`src/rtl/hazard_pkg.sv`:
```
// Shared types and helpers for the forwarding/hazard scoreboard.
package hazard_pkg;

  // Tag field is wide enough for any practical register file; narrower tags are zero-extended.
  localparam int SB_RD_W     = 8;
  localparam int FWD_REGFILE = 0;

  typedef struct packed {
    logic               valid;
    logic [SB_RD_W-1:0] rd;
    logic               regwrite;
    logic               is_load;
  } sb_entry_t;

  function automatic int calc_sel_w(input int depth);
    return (depth < 2) ? 1 : $clog2(depth);
  endfunction

endpackage

```
`src/rtl/fwd_match.sv`:
```
// Per-source youngest-first match against the tracked scoreboard stages.
module fwd_match
  import hazard_pkg::*;
#(
  parameter int REG_AW     = 5,
  parameter int DEPTH      = 3,
  parameter int LOAD_STAGE = 2,
  localparam int SEL_W     = calc_sel_w(DEPTH)
) (
  input  logic [REG_AW-1:0] src,
  input  logic              used,
  input  sb_entry_t         stages [DEPTH-1],
  output logic              hit,
  output logic [SEL_W-1:0]  sel,
  output logic              load_hazard
);

  logic [SB_RD_W-1:0] src_ext;
  assign src_ext = SB_RD_W'(src);

  // Scan oldest to youngest so the youngest producer is the last to overwrite.
  always_comb begin
    hit         = 1'b0;
    sel         = SEL_W'(FWD_REGFILE);
    load_hazard = 1'b0;
    for (int j = DEPTH - 2; j >= 0; j--) begin
      if (used && stages[j].valid && stages[j].regwrite &&
          (stages[j].rd != '0) && (stages[j].rd == src_ext)) begin
        hit         = 1'b1;
        sel         = SEL_W'(j + 1);
        load_hazard = stages[j].is_load && ((j + 1) < LOAD_STAGE);
      end
    end
  end

endmodule

```
`src/rtl/fwd_hazard_scoreboard.sv`:
```
// Forwarding select and load-use stall unit driven by an in-flight destination scoreboard.
// Optional perf counters (stall_cnt, fwd_cnt) are built when HAZARD_PERF_EN is defined.
module fwd_hazard_scoreboard
  import hazard_pkg::*;
#(
  parameter int REG_AW     = 5,
  parameter int NUM_SRC    = 2,
  parameter int DEPTH      = 3,
  parameter int LOAD_STAGE = 2,
`ifdef HAZARD_PERF_EN
  parameter int CNT_W      = 16,
`endif
  localparam int SEL_W     = calc_sel_w(DEPTH)
) (
  input  logic                      clk,
  input  logic                      rst,
  input  logic                      id_valid,
  input  logic [NUM_SRC*REG_AW-1:0] id_src,
  input  logic [NUM_SRC-1:0]        id_src_used,
  input  logic [REG_AW-1:0]         id_rd,
  input  logic                      id_regwrite,
  input  logic                      id_is_load,
  input  logic                      flush,
  output logic                      stall,
  output logic                      ex_valid,
  output logic [NUM_SRC*SEL_W-1:0]  ex_fwd_sel
`ifdef HAZARD_PERF_EN
  ,
  output logic [CNT_W-1:0]          stall_cnt,
  output logic [CNT_W-1:0]          fwd_cnt
`endif
);

  // The oldest (WB) stage is never selected, so only stages 0..DEPTH-2 are stored.
  sb_entry_t                sb_p0 [DEPTH-1];
  logic [NUM_SRC*SEL_W-1:0] sel_p0;
  logic [NUM_SRC-1:0]       hit;
  logic [NUM_SRC-1:0]       lhaz;
  logic [SEL_W-1:0]         sel_c [NUM_SRC];
  logic                     accept;

  assign stall  = ~rst & id_valid & ~flush & (|lhaz);
  assign accept = id_valid & ~stall & ~flush;

  for (genvar s = 0; s < NUM_SRC; s++) begin : g_src
    fwd_match #(
      .REG_AW     (REG_AW),
      .DEPTH      (DEPTH),
      .LOAD_STAGE (LOAD_STAGE)
    ) u_match (
      .src         (id_src[s*REG_AW +: REG_AW]),
      .used        (id_src_used[s]),
      .stages      (sb_p0),
      .hit         (hit[s]),
      .sel         (sel_c[s]),
      .load_hazard (lhaz[s])
    );
  end

  // ---- ID -> EX boundary: scoreboard shift and registered selects ----
  always_ff @(posedge clk) begin
    if (rst) begin
      for (int k = 0; k < DEPTH - 1; k++) sb_p0[k].valid <= 1'b0;
      sel_p0 <= '0;
    end else begin
      sb_p0[0].valid    <= accept;
      sb_p0[0].rd       <= SB_RD_W'(id_rd);
      sb_p0[0].regwrite <= id_regwrite;
      sb_p0[0].is_load  <= id_is_load;
      for (int k = 1; k < DEPTH - 1; k++) sb_p0[k] <= sb_p0[k-1];
      for (int s = 0; s < NUM_SRC; s++)
        sel_p0[s*SEL_W +: SEL_W] <= (accept && hit[s]) ? sel_c[s] : '0;
    end
  end

  assign ex_valid   = sb_p0[0].valid;
  assign ex_fwd_sel = sel_p0;

`ifdef HAZARD_PERF_EN
  function automatic logic [CNT_W-1:0] sat_inc(input logic [CNT_W-1:0] v);
    return (&v) ? v : v + CNT_W'(1);
  endfunction

  always_ff @(posedge clk) begin
    if (rst) begin
      stall_cnt <= '0;
      fwd_cnt   <= '0;
    end else begin
      if (stall)            stall_cnt <= sat_inc(stall_cnt);
      if (accept && |hit)   fwd_cnt   <= sat_inc(fwd_cnt);
    end
  end
`endif

endmodule

```
`config.mk`:
```
export PLATFORM = sky130hd
export DESIGN_NAME = fwd_hazard_scoreboard
export DESIGN_NICKNAME = d
export VERILOG_FILES = /design/src/rtl/hazard_pkg.sv /design/src/rtl/fwd_match.sv /design/src/rtl/fwd_hazard_scoreboard.sv
export SDC_FILE = /design/constraint.sdc
export NUM_CORES = 1
export LEC_CHECK = 0
export ABC_AREA = 1
export ABC_CLOCK_PERIOD_IN_PS = 1400
export BUFFER_PORTS_ARGS = -buffer_cell sky130_fd_sc_hd__buf_2
export CAP_MARGIN = 10
export CORE_MARGIN = 10
export CORE_UTILIZATION = 44
export DETAILED_ROUTE_END_ITERATION = 10
export GPL_TIMING_DRIVEN = 0
export PLACE_DENSITY_LB_ADDON = 0.25
export SYNTH_ARGS = -nofsm -noshare
export SYNTH_HDL_FRONTEND = slang
export SYNTH_SLANG_ARGS = --single-unit
```
`constraint.sdc`:
```
create_clock -name clk -period 1.4 [get_ports clk]
set_clock_uncertainty 0.05 [all_clocks]
set_input_delay 0.28 -clock clk [delete_from_list [all_inputs] [get_ports clk]]
set_output_delay 0.28 -clock clk [all_outputs]
set_load 0.02 [all_outputs]
```
==> results.md, run 1 <==
- Number of clock buffers inserted by TritonCTS: 3
- Global router's overall resource usage: under 10%
- Initial antenna violation count: 0
- Internal power summed over all cells: 830.2 µW
- Most frequent cell after synthesis: sky130_fd_sc_hd__nand2_1
- Die area: 4449 µm²
- Max-cap violations: 0
- Sw frac: around a quarter
- Fraction of layout instances using a drive strength above 1: roughly two fifths
- Clock network fraction of design power: between 20% and 30%
- Finish-stage setup viols: 6
- Area leader, netlist: sky130_fd_sc_hd__edfxtp_1
- Outcome: finished, violations left
- Detailed router's first-iteration violation count: 3
- Cell depth of the worst hold path: 1
- Placeable core area: 2022 µm²
- Synthesized instance count: 101
- Shortest period the worst path allows: between 1500 and 2000 ps
- Setup WS pre-CTS: -287.2 ps
- Routed wire length: 1980 µm
- Post-DP Area: 1135 µm²
- Final std cell area, no fill: roughly 1200 µm²
- Number of global-route vias before repair: 830
- CTS tree: built
- Critical path startpoint category: flop
- Vias after detailed routing: approximately 760
- Number of cells traversed by the worst register-to-register path: 9
- Max Freq: approximately 530 MHz
- Primary flip-flop cell chosen by synthesis mapping: sky130_fd_sc_hd__edfxtp_1
- Relative slew slack: 69.29%
- Area growth from synthesis to layout: 27.12%
- Total overflow reported by the global router: 0
- Post-synthesis sequential element count: 19
- Maximum vdd drop: 731.4 µV
- Async set-reset flop share out of synthesis: 0%
- DRC violations left: 0
- Crit Path Max Fanout: 4
- Post-DRT Antenna Nets: 0
- Vertical extent of the die: 66.70 µm
- Unrepaired setup endpoints after global routing: true
- First-pass GRT wire length: 3222 µm
- Transition at the pin with the smallest max-transition slack: 460.1 ps
- Number of levels the H-tree was split into: 1
- Estimated wirelength of the detail-placed design: 1628 µm
- Placer Congestion: about 0.91
- Clock latency at the later pin of the worst-skew pair: 290 ps
- Reg clk slew, reported paths: ~100 ps
- Setup crit end kind: primary output
- Post-route clock period utilization: 134.0%
- Number of pins with negative max-slew slack in the final report: 0
- Count of flip-flops with a built-in enable after synthesis: 13
- Total number of clock tree sinks: 19
- Synth Warn #: 0
- Synthesized net count: 124
- Antenna diode count: 0
- Violations in the final reports: setup timing
- Detailed-route vias per instance: 4.652
- Mean cell area of the mapped netlist: 9.502 µm²
- Distinct cells, synth: 19
- Initial core utilization: 47.46%
- Top post-synthesis cells by count: 17 x sky130_fd_sc_hd__nand2_1, 16 x sky130_fd_sc_hd__xnor2_1, 15 x sky130_fd_sc_hd__inv_1
- Standard-cell rows: 16
- First-pass detailed-route iteration total: 4
- Boundary pin count: 29
- Post-Syn Area: 959.7 µm²
- Number of nets in the layout: about 160
- Sequential fraction of the synthesis area: approximately 53%
- Final hold vios: 0
- Total power per unit cell area: about 900 nW/µm²
- Critical path data required time: between 1000 and 1500 ps
- Pin count of the biggest net entering global routing: 14
- Total power draw: 1099 µW
- Min setup slack post-route: -476.0 ps
- Endpoint arrival time on the critical path: 1550 ps
- Width of the die: 66.70 µm
- Sequential power share: between 60% and 70%
- CP Class: flop to primary output
- Number of input and output port buffers inserted: 28
- Net switching power: 269.2 µW
- Setup slack of the most critical reg-to-reg path: -100 ps
- Synth top area share: 40.68%
- Max Root-Sink Buffers: 2
- Leakage power total: 0.0005310 µW
- Type of the worst min-delay path: input port to flop
- Combinational group share of total power: between 10% and 20%
- Leading cell types by total area after synthesis: sky130_fd_sc_hd__edfxtp_1 41%, sky130_fd_sc_hd__xnor2_1 15%, sky130_fd_sc_hd__dfxtp_1 13%
- Post-layout util: 60.33%
- Average detailed-routed wire length per instance: 12.07 µm
- CTS root buf: sky130_fd_sc_hd__clkbuf_4
==> what timing repair did <==
| item | CTS | global route |
|---|---|---|
| hold buffers | 0 | 0 |
| endpoints found under the setup margin | 6 | 6 |
| setup buffers | 3 | 1 |
| pin swaps | 6 | 6 |
| gates resized for setup | 5 | 5 |
==> flip-flops by register name (all words and copies together), names as in the netlist <==
name and flops:
sb_p0 14, ex_fwd_sel 4, ex_valid 1
==> layer usage <==
metal  vias up  wire length (µm)  global-route usage (%)
met4         0                63                   8.377
met3         8               137                   3.846
met5         -                 0                       0
met2        21              1025                   14.93
met1       347               754                   9.284
li1        387                 -                       -
==> worst max-delay path: stages, from the launching register on <==
cell and delay [ps]:
sky130_fd_sc_hd__edfxtp_1 500, sky130_fd_sc_hd__nand3b_1 220, sky130_fd_sc_hd__nor2_2 130, sky130_fd_sc_hd__nor2_1 60, sky130_fd_sc_hd__nand2_2 70, sky130_fd_sc_hd__nand2_2 60, sky130_fd_sc_hd__nand2_2 60, sky130_fd_sc_hd__inv_2 30
sky130_fd_sc_hd__buf_6 120
==> kinds of logic after synthesis <==
group	Yosys count	share of synthesized area [%]
and+or+nand+nor	46	23.60
AOI/OAI and AO/OA	3	1.956
DFF	19	53.19
buffers and inverters	17	6.649
xor gates and xnor gates	16	14.60
==> stage by stage <==
stage               setup TNS (ps)  std cells  hold slack (ps)
detailed placement          -568.1        156            405.1
floorplan                   -23.92        101            301.6
CTS                         -914.0        163            91.04
global route                 -1409        164            90.92
global placement            -225.2        156            387.8
finish                      -963.4        164            105.1
==> final timing paths <==
path / from / endpoint
setup / recovery: sb_p0[17]$_DFFE_PN_ / stall
setup reg to reg: sb_p0[17]$_DFFE_PN_ / ex_fwd_sel[0]$_SDFF_PP0_
hold / removal: id_rd[2] / sb_p0[15]$_DFFE_PN_
hold reg to reg: ex_valid$_SDFF_PP0_ / sb_p0[10]$_SDFF_PP0_
==> layout by cell type, fill, tap and decap left out <==
| master | n |
|---|---|
| sky130_fd_sc_hd__a211oi_1 | 1 |
| sky130_fd_sc_hd__a21oi_1 | 1 |
| sky130_fd_sc_hd__buf_2 | 27 |
| sky130_fd_sc_hd__buf_4 | 4 |
| sky130_fd_sc_hd__buf_6 | 1 |
| sky130_fd_sc_hd__clkbuf_1 | 1 |
| sky130_fd_sc_hd__clkbuf_4 | 3 |
| sky130_fd_sc_hd__dfxtp_1 | 5 |
| sky130_fd_sc_hd__dfxtp_2 | 1 |
| sky130_fd_sc_hd__edfxtp_1 | 13 |
| sky130_fd_sc_hd__inv_1 | 14 |
| sky130_fd_sc_hd__inv_2 | 3 |
| sky130_fd_sc_hd__nand2_1 | 16 |
| sky130_fd_sc_hd__nand2_2 | 4 |
| sky130_fd_sc_hd__nand2_4 | 1 |
| sky130_fd_sc_hd__nand3_1 | 1 |
| sky130_fd_sc_hd__nand3b_1 | 2 |
| sky130_fd_sc_hd__nand4_1 | 2 |
| sky130_fd_sc_hd__nor2_1 | 8 |
| sky130_fd_sc_hd__nor2_2 | 8 |
| sky130_fd_sc_hd__nor3_1 | 2 |
| sky130_fd_sc_hd__nor3_4 | 1 |
| sky130_fd_sc_hd__o22ai_1 | 1 |
| sky130_fd_sc_hd__or2_1 | 1 |
| sky130_fd_sc_hd__xnor2_1 | 15 |
| sky130_fd_sc_hd__xnor2_2 | 1 |
==> power groups by stage <==
stage               Clock, µW  Combinational [µW]  Sequential [µW]
floorplan                   0                96.0              671
detailed placement          0                 154              678
finish                    270                 165              665
global route              299                 183              669
global placement            0                 151              676
CTS                       284                 158              665
==> final cells by class <==
| cell class | instances | area [µm²] |
|---|---|---|
| Fill cell | 181 | 802.0 |
| Sequential cell | 19 | 511.7 |
| Multi-Input combinational cell | 65 | 407.9 |
| Timing Repair Buffer | 32 | 176.4 |
| Inverter | 17 | 63.81 |
| Tap cell | 27 | 33.78 |
| Clock buffer | 4 | 26.28 |
Note: power is estimated with default switching activity, not from simulation.
==> run 2: changes to the inputs <==
Settings changed: GPL_TIMING_DRIVEN 0 to 1, SKIP_LAST_GASP set to 1.
==> results.md, run 2 (same netlist as run 1, synthesis figures left out) <==
- Outcome: finished, violations left (unchanged)
- Violations in the final reports: setup timing (unchanged)
- Cell type group with the largest total delay on the critical path: simple AND/OR/NAND/NOR gates (unchanged)
- Maximum vdd drop: 640.3 µV (was 731.4 µV)
- Total number of clock tree sinks: 19 (unchanged)
- Number of nets in the layout: 182 (was 161)
- Global router's overall resource usage: 10.79% (was 9.428%)
- Pin count of the biggest net entering global routing: 14 (unchanged)
- Number of pins with negative max-slew slack in the final report: 0 (unchanged)
- Transition at the pin with the smallest max-transition slack: 246.2 ps (was 460.1 ps)
- Number of input and output port buffers inserted: 28 (unchanged)
- Most common cell after layout, fill and taps aside: sky130_fd_sc_hd__buf_2 (unchanged)
- Maximum cell stage delay along the critical path: 470 ps (was 500 ps)
- CP Class: flop to primary output (unchanged)
- Relative slew slack: 83.49% (was 69.29%)
- Fraction of layout instances using a drive strength above 1: 44.94% (was 39.42%)
- Initial core utilization: 47.46% (unchanged)
- Cell-by-cell listing of the critical path: xnor2_1 > nand2_1 > nor2_1 > nand2_2 > nand2_2 > nand2_2 > inv_2 > buf_6 (was nand3b_1 > nor2_2 > nor2_1 > nand2_2 > nand2_2 > nand2_2 > inv_2 > buf_6)
- Vias after detailed routing: 855 (was 763)
- Boundary pin count: 29 (unchanged)
- Clock latency at the later pin of the worst-skew pair: 300 ps (was 290 ps)
- Critical path data required time: 1070 ps (about the same)
- Area growth from synthesis to layout: 43.16% (was 27.12%)
- CTS tree: built (unchanged)
- Met3 layer wire length in the routed design: 184 µm (was 137 µm)
- Placeable core area: 2022 µm² (unchanged)
- Max Freq: 517.2 MHz (was 533.0 MHz)
- Setup slack of the most critical reg-to-reg path: -370 ps (was -100 ps)
- Detailed-route vias per instance: 4.622 (was 4.652)
- Crit Path Max Fanout: 4 (unchanged)
- Average detailed-routed wire length per instance: 12.53 µm (was 12.07 µm)
- Max Root-Sink Buffers: 2 (unchanged)
- Unrepaired setup endpoints after global routing: true (unchanged)
- Number of buffer and inverter stages on the critical path: 2 (unchanged)
- Reg-to-Reg Start: sb_p0[15]$_DFFE_PN_ (was sb_p0[17]$_DFFE_PN_)
- Min setup slack post-route: -533.4 ps (was -476.0 ps)
- Type of the worst min-delay path: input port to flop (unchanged)
- Standard-cell rows: 16 (unchanged)
- Max stage delay cell, worst path: sky130_fd_sc_hd__edfxtp_1 (unchanged)
- Number of hold buffers added after cts: 0 (unchanged)
- Critical path startpoint category: flop (unchanged)
- Leading cell types in the layout, fill and taps excluded: 27 x sky130_fd_sc_hd__buf_2, 24 x sky130_fd_sc_hd__buf_4, 16 x sky130_fd_sc_hd__xnor2_1, 16 x sky130_fd_sc_hd__nand2_1, 14 x sky130_fd_sc_hd__inv_1 (was 27 x sky130_fd_sc_hd__buf_2, 16 x sky130_fd_sc_hd__nand2_1, 15 x sky130_fd_sc_hd__xnor2_1, 14 x sky130_fd_sc_hd__inv_1, 13 x sky130_fd_sc_hd__edfxtp_1)
- Min-delay src: id_rd[3] (was id_rd[2])
- Max-cap violations: 0 (unchanged)
- Antenna diode count: 0 (unchanged)
- Estimated wirelength of the detail-placed design: 1670 µm (was 1628 µm)
- Total power per unit cell area: 825.0 nW/µm² (was 901.1 nW/µm²)
- First-pass detailed-route iteration total: 5 (was 4)
- Final std cell area, no fill: 1374 µm² (was 1220 µm²)
- Top layer used by detailed routing: met4 (unchanged)
- Number of cells traversed by the worst register-to-register path: 11 (was 9)
- Vertical extent of the die: 66.70 µm (unchanged)
- Placer Congestion: 0.8341 (was 0.9108)
- Reg clk slew, reported paths: 110 ps (was 100 ps)
- Routed metal-1 wirelength: 844 µm (was 754 µm)
- Number of global-route vias before repair: 880 (was 830)
- Endpoint of the lowest-slack register-to-register path: ex_fwd_sel[2]$_SDFF_PP0_ (was ex_fwd_sel[0]$_SDFF_PP0_)
- Shortest period the worst path allows: 1933 ps (was 1876 ps)
- Detailed router's first-iteration violation count: 25 (was 3)
- Initial antenna violation count: 0 (unchanged)
- Total overflow reported by the global router: 0 (unchanged)
- Leakage power total: 0.0006272 µW (was 0.0005310 µW)
- Most flop-heavy register: sb_p0 (unchanged)
- WL met2: 1265 µm (was 1025 µm)
- Routed wire length: 2318 µm (was 1980 µm)
- Endpoint arrival time on the critical path: 1600 ps (was 1550 ps)
- Filler instances: 165 (was 181)
- Final hold vios: 0 (unchanged)
- CTS root buf: sky130_fd_sc_hd__clkbuf_4 (unchanged)
- DRC violations left: 0 (unchanged)
- Post-route clock period utilization: 138.1% (was 134.0%)
- Cell depth of the worst hold path: 1 (unchanged)
- Finish-stage setup viols: 6 (unchanged)
- First-pass GRT wire length: 3636 µm (was 3222 µm)
- Number of clock buffers inserted by TritonCTS: 3 (unchanged)
- Width of the die: 66.70 µm (unchanged)
- Post-DP Area: 1262 µm² (was 1135 µm²)
- Cell with the most instances on the worst path: sky130_fd_sc_hd__nand2_2 (unchanged)
- Number of levels the H-tree was split into: 1 (unchanged)
- Total power draw: 1133 µW (was 1099 µW)
- End point of the most critical hold path: sb_p0[16]$_DFFE_PN_ (was sb_p0[15]$_DFFE_PN_)
- Die area: 4449 µm² (unchanged)
- Number of flip-flops in the largest register: 14 (unchanged)
- Setup crit end kind: primary output (unchanged)
- Post-DRT Antenna Nets: 0 (unchanged)
## run 2: changes by cell type in the layout (fill, tap and decap cells not counted), sizes merged
cell / previous run / this run
buf: 32 / 53
clkbuf: 4 / 3
clkinv: 0 / 1
## run 2: timing repair
action | 4_1_cts | 5_1_grt
endpoints found under the setup margin | 6 | 6
endpoints found under the hold margin | 0 | 0
gates resized for setup | 3 | 3
setup buffers | 5 | 3
pin swaps | 9 | 11
## run 2: where the power goes
group	internal (µW)	switching [µW]
clock	107	168
sequential	635	27.2
combinational	109	87.9
total	851	283
## run 2: routing by layer
metal,global-route usage [%],vias up
met5,0,-
met4,3.141,0
met3,5.184,4
met2,20.14,26
met1,10.06,395
li1,-,430
## run 2: worst max path at each step
stage,start,depth (start not counted),end
5_1_grt,sb_p0[17]$_DFFE_PN_,8,stall
6_report,sb_p0[15]$_DFFE_PN_,8,stall
2_1_floorplan,sb_p0[13]$_DFFE_PN_,7,stall
3_3_place_gp,sb_p0[14]$_DFFE_PN_,8,stall
3_5_place_dp,sb_p0[14]$_DFFE_PN_,8,stall
4_1_cts,sb_p0[14]$_DFFE_PN_,8,stall
## run 2: cell type report
type / instances / area, µm² / share of cell area [%]
Sequential cell: 19 / 511.7 / 37.25
Multi-Input combinational cell: 65 / 399.1 / 29.05
Timing Repair Buffer: 53 / 337.8 / 24.59
Inverter: 17 / 63.81 / 4.645
Tap cell: 27 / 33.78 / 2.459
Clock buffer: 3 / 22.52 / 1.639
Clock inverter: 1 / 5.005 / 0.3643
## run 2: through the flow
step / instances / setup WS [ps] / utilization, % / hold WS (ps) / TNS, ps
after global placement: 173 / -134.3 / 62.44 / 392.9 / -274.9
after global routing: 185 / -625.7 / 67.95 / 78.35 / -2810
after detailed placement: 173 / -163.4 / 62.44 / 401.0 / -424.8
after floorplan: 101 / -23.92 / - / 301.6 / -23.92
final: 185 / -533.4 / 67.95 / 97.28 / -2294
after CTS: 182 / -500.4 / 66.15 / 89.98 / -1295
==> run 3: changes to the inputs <==
Settings changed: CORE_UTILIZATION 44 to 48, SLEW_MARGIN set to 20, SYNTH_HIERARCHICAL set to 1.
==> results.md, run 3 <==
- Outcome: finished, violations left (unchanged)
- Violations in the final reports: setup timing (unchanged)
- Finish-stage setup viols: 5 (was 6)
- First-pass GRT wire length: 4636 µm (was 3636 µm)
- Area growth from synthesis to layout: 33.95% (was 43.16%)
- Tightest hold margin: 105.0 ps (was 97.28 ps)
- Clock latency at the later pin of the worst-skew pair: 290 ps (was 300 ps)
- Post-DRT Antenna Nets: 0 (unchanged)
- Fraction of layout instances using a drive strength above 1: 27.60% (was 44.94%)
- Boundary pin count: 29 (unchanged)
- Total overflow reported by the global router: 0 (unchanged)
- Critical path startpoint category: flop (unchanged)
- Crit Path Max Fanout: 7 (was 4)
- Number of levels the H-tree was split into: 1 (unchanged)
- DRC violations left: 0 (unchanged)
- Synthesized instance count: 189 (was 101)
- Total power draw: 1178 µW (was 1133 µW)
- Setup WS pre-CTS: -318.0 ps (was -163.4 ps)
- Placed insts: 272 (was 173)
- Endpoint arrival time on the critical path: 1670 ps (was 1600 ps)
- Number of nets in the layout: 274 (was 182)
- Standard-cell rows: 18 (was 16)
- Die area: 4958 µm² (was 4449 µm²)
- Post-Syn Area: 1220 µm² (was 959.7 µm²)
- Type of the worst min-delay path: input port to flop (unchanged)
- Critical path data required time: 1070 ps (about the same)
- Reg clk slew, reported paths: 110 ps (about the same)
- End point of the critical path: stall (unchanged)
- Post-route clock period utilization: 142.8% (was 138.1%)
- Min setup slack post-route: -599.1 ps (was -533.4 ps)
- Final hold vios: 0 (unchanged)
- Number of global-route vias before repair: 1136 (was 880)
- Final std cells w/o fill: 280 (was 185)
- First-pass detailed-route iteration total: 4 (was 5)
- Vertical extent of the die: 70.42 µm (was 66.70 µm)
- CP Class: flop to primary output (unchanged)
- Antenna diode count: 0 (unchanged)
- Endpoint of the lowest-slack register-to-register path: ex_fwd_sel[0]$_SDFF_PP0_ (was ex_fwd_sel[2]$_SDFF_PP0_)
- CTS tree: built (unchanged)
- Worst Setup SP: sb_p0[14]$_DFFE_PN_ (was sb_p0[15]$_DFFE_PN_)
- Synth Warn #: 6 (was 0)
- Detailed router's first-iteration violation count: 44 (was 25)
- Max Root-Sink Buffers: 2 (unchanged)
- CTS root buf: sky130_fd_sc_hd__clkbuf_4 (unchanged)
- Width of the die: 70.42 µm (was 66.70 µm)
- Number of flip-flops in the largest register: 14 (unchanged)
- Total power per unit cell area: 720.7 nW/µm² (was 825.0 nW/µm²)
- Most flop-heavy register: sb_p0 (unchanged)
- Max Freq: 500.2 MHz (was 517.2 MHz)
- Detailed-route vias per instance: 4.229 (was 4.622)
- Most common cell after layout, fill and taps aside: sky130_fd_sc_hd__nand2_1 (was sky130_fd_sc_hd__buf_2)
- Leading cell types in the layout, fill and taps excluded: 63 x sky130_fd_sc_hd__nand2_1, 45 x sky130_fd_sc_hd__inv_1, 27 x sky130_fd_sc_hd__buf_2, 24 x sky130_fd_sc_hd__nor2_1, 18 x sky130_fd_sc_hd__buf_4 (was 27 x sky130_fd_sc_hd__buf_2, 24 x sky130_fd_sc_hd__buf_4, 16 x sky130_fd_sc_hd__xnor2_1, 16 x sky130_fd_sc_hd__nand2_1, 14 x sky130_fd_sc_hd__inv_1)
- Total number of clock tree sinks: 19 (unchanged)
- Max-cap violations: 0 (unchanged)
- Initial core utilization: 49.69% (was 47.46%)
- Number of pins with negative max-slew slack in the final report: 0 (unchanged)
- Initial antenna violation count: 0 (unchanged)
- Setup slack of the most critical reg-to-reg path: -330 ps (was -370 ps)
- Post-DP Area: 1553 µm² (was 1262 µm²)
- Filler instances: 248 (was 165)
- Number of clock buffers inserted by TritonCTS: 3 (unchanged)
- Estimated wirelength of the detail-placed design: 2215 µm (was 1670 µm)
- Average detailed-routed wire length per instance: 9.632 µm (was 12.53 µm)
- Placer Congestion: 0.7946 (was 0.8341)
- Final std cell area, no fill: 1634 µm² (was 1374 µm²)
- Pin count of the biggest net entering global routing: 16 (was 14)
- Maximum vdd drop: 604.1 µV (was 640.3 µV)
- Shortest period the worst path allows: 1999 ps (was 1933 ps)
- Unrepaired setup endpoints after global routing: true (unchanged)
- Placeable core area: 2455 µm² (was 2022 µm²)
- Vias after detailed routing: 1184 (was 855)
- Routed wire length: 2697 µm (was 2318 µm)
- Reg-to-Reg Start: sb_p0[14]$_DFFE_PN_ (was sb_p0[15]$_DFFE_PN_)
- Number of input and output port buffers inserted: 28 (unchanged)
- Mean cell area of the mapped netlist: 6.455 µm² (was 9.502 µm²)
- Leakage power total: 0.0009050 µW (was 0.0006272 µW)
- Setup crit end kind: primary output (unchanged)
- Number of cells traversed by the worst register-to-register path: 10 (was 11)
- Number of hold buffers added after cts: 0 (unchanged)
- Global router's overall resource usage: 10.95% (was 10.79%)
## run 3: worst min path at each step
stage,slack [ps],end,depth (start not counted),from
after floorplan,300,sb_p0[10]$_SDFF_PP0_,1,rst
after global placement,410,sb_p0[10]$_SDFF_PP0_,2,ex_valid$_SDFF_PP0_
after detailed placement,410,sb_p0[17]$_DFFE_PN_,1,id_rd[4]
after CTS,100,sb_p0[11]$_DFFE_PN_,1,id_is_load
after global routing,90,sb_p0[14]$_DFFE_PN_,1,id_rd[1]
final,100,sb_p0[11]$_DFFE_PN_,1,id_is_load
## run 3: report_power, final
part | internal (µW) | switching (µW) | total [µW]
sequential | 636 | 38.7 | 675
combinational | 109 | 121 | 230
clock | 106 | 167 | 273
## run 3: critical path: stages, from the launching register on
cell	delay, ps
sky130_fd_sc_hd__edfxtp_1	520
sky130_fd_sc_hd__nand2_1	110
sky130_fd_sc_hd__nand2_1	70
sky130_fd_sc_hd__nor2_2	100
sky130_fd_sc_hd__nand4_1	140
sky130_fd_sc_hd__nor2_2	180
sky130_fd_sc_hd__nor2_4	70
sky130_fd_sc_hd__nor2_4	80
sky130_fd_sc_hd__buf_6	120
## run 3: area by class of cell
class                   instances  area [µm²]  area share (%)
clock buffers                   3       22.52           1.378
clock inverters                 1       5.005          0.3063
inverters                      49       183.9           11.26
multi-input cells             132       591.8           36.22
flip-flops and latches         19       511.7           31.32
well taps                      30       37.54           2.297
repair buffers                 46       281.5           17.23
## run 3: timing repair
item                       in CTS  in global routing
setup endpoints to repair       5                  6
setup buffers                   1                  3
pin swaps                       6                  4
resized for setup               5                  3
## run 3: through the flow
| stage | util, % | TNS (ps) |
|---|---|---|
| floorplan | - | -89.06 |
| global placement | 63.25 | -1174 |
| detailed placement | 63.25 | -1235 |
| CTS | 65.24 | -1486 |
| global route | 66.56 | -2675 |
| finish | 66.56 | -1887 |
## run 3: layer usage
layer,vias to the layer above,global-route usage [%],routed length (µm),part of all wire [%]
met1,499,12.92,1299,48
met5,-,0,0,0
met4,0,3.289,14,0.52
met3,2,3.249,155,5.7
met2,25,18.46,1228,46
li1,658,-,-,-
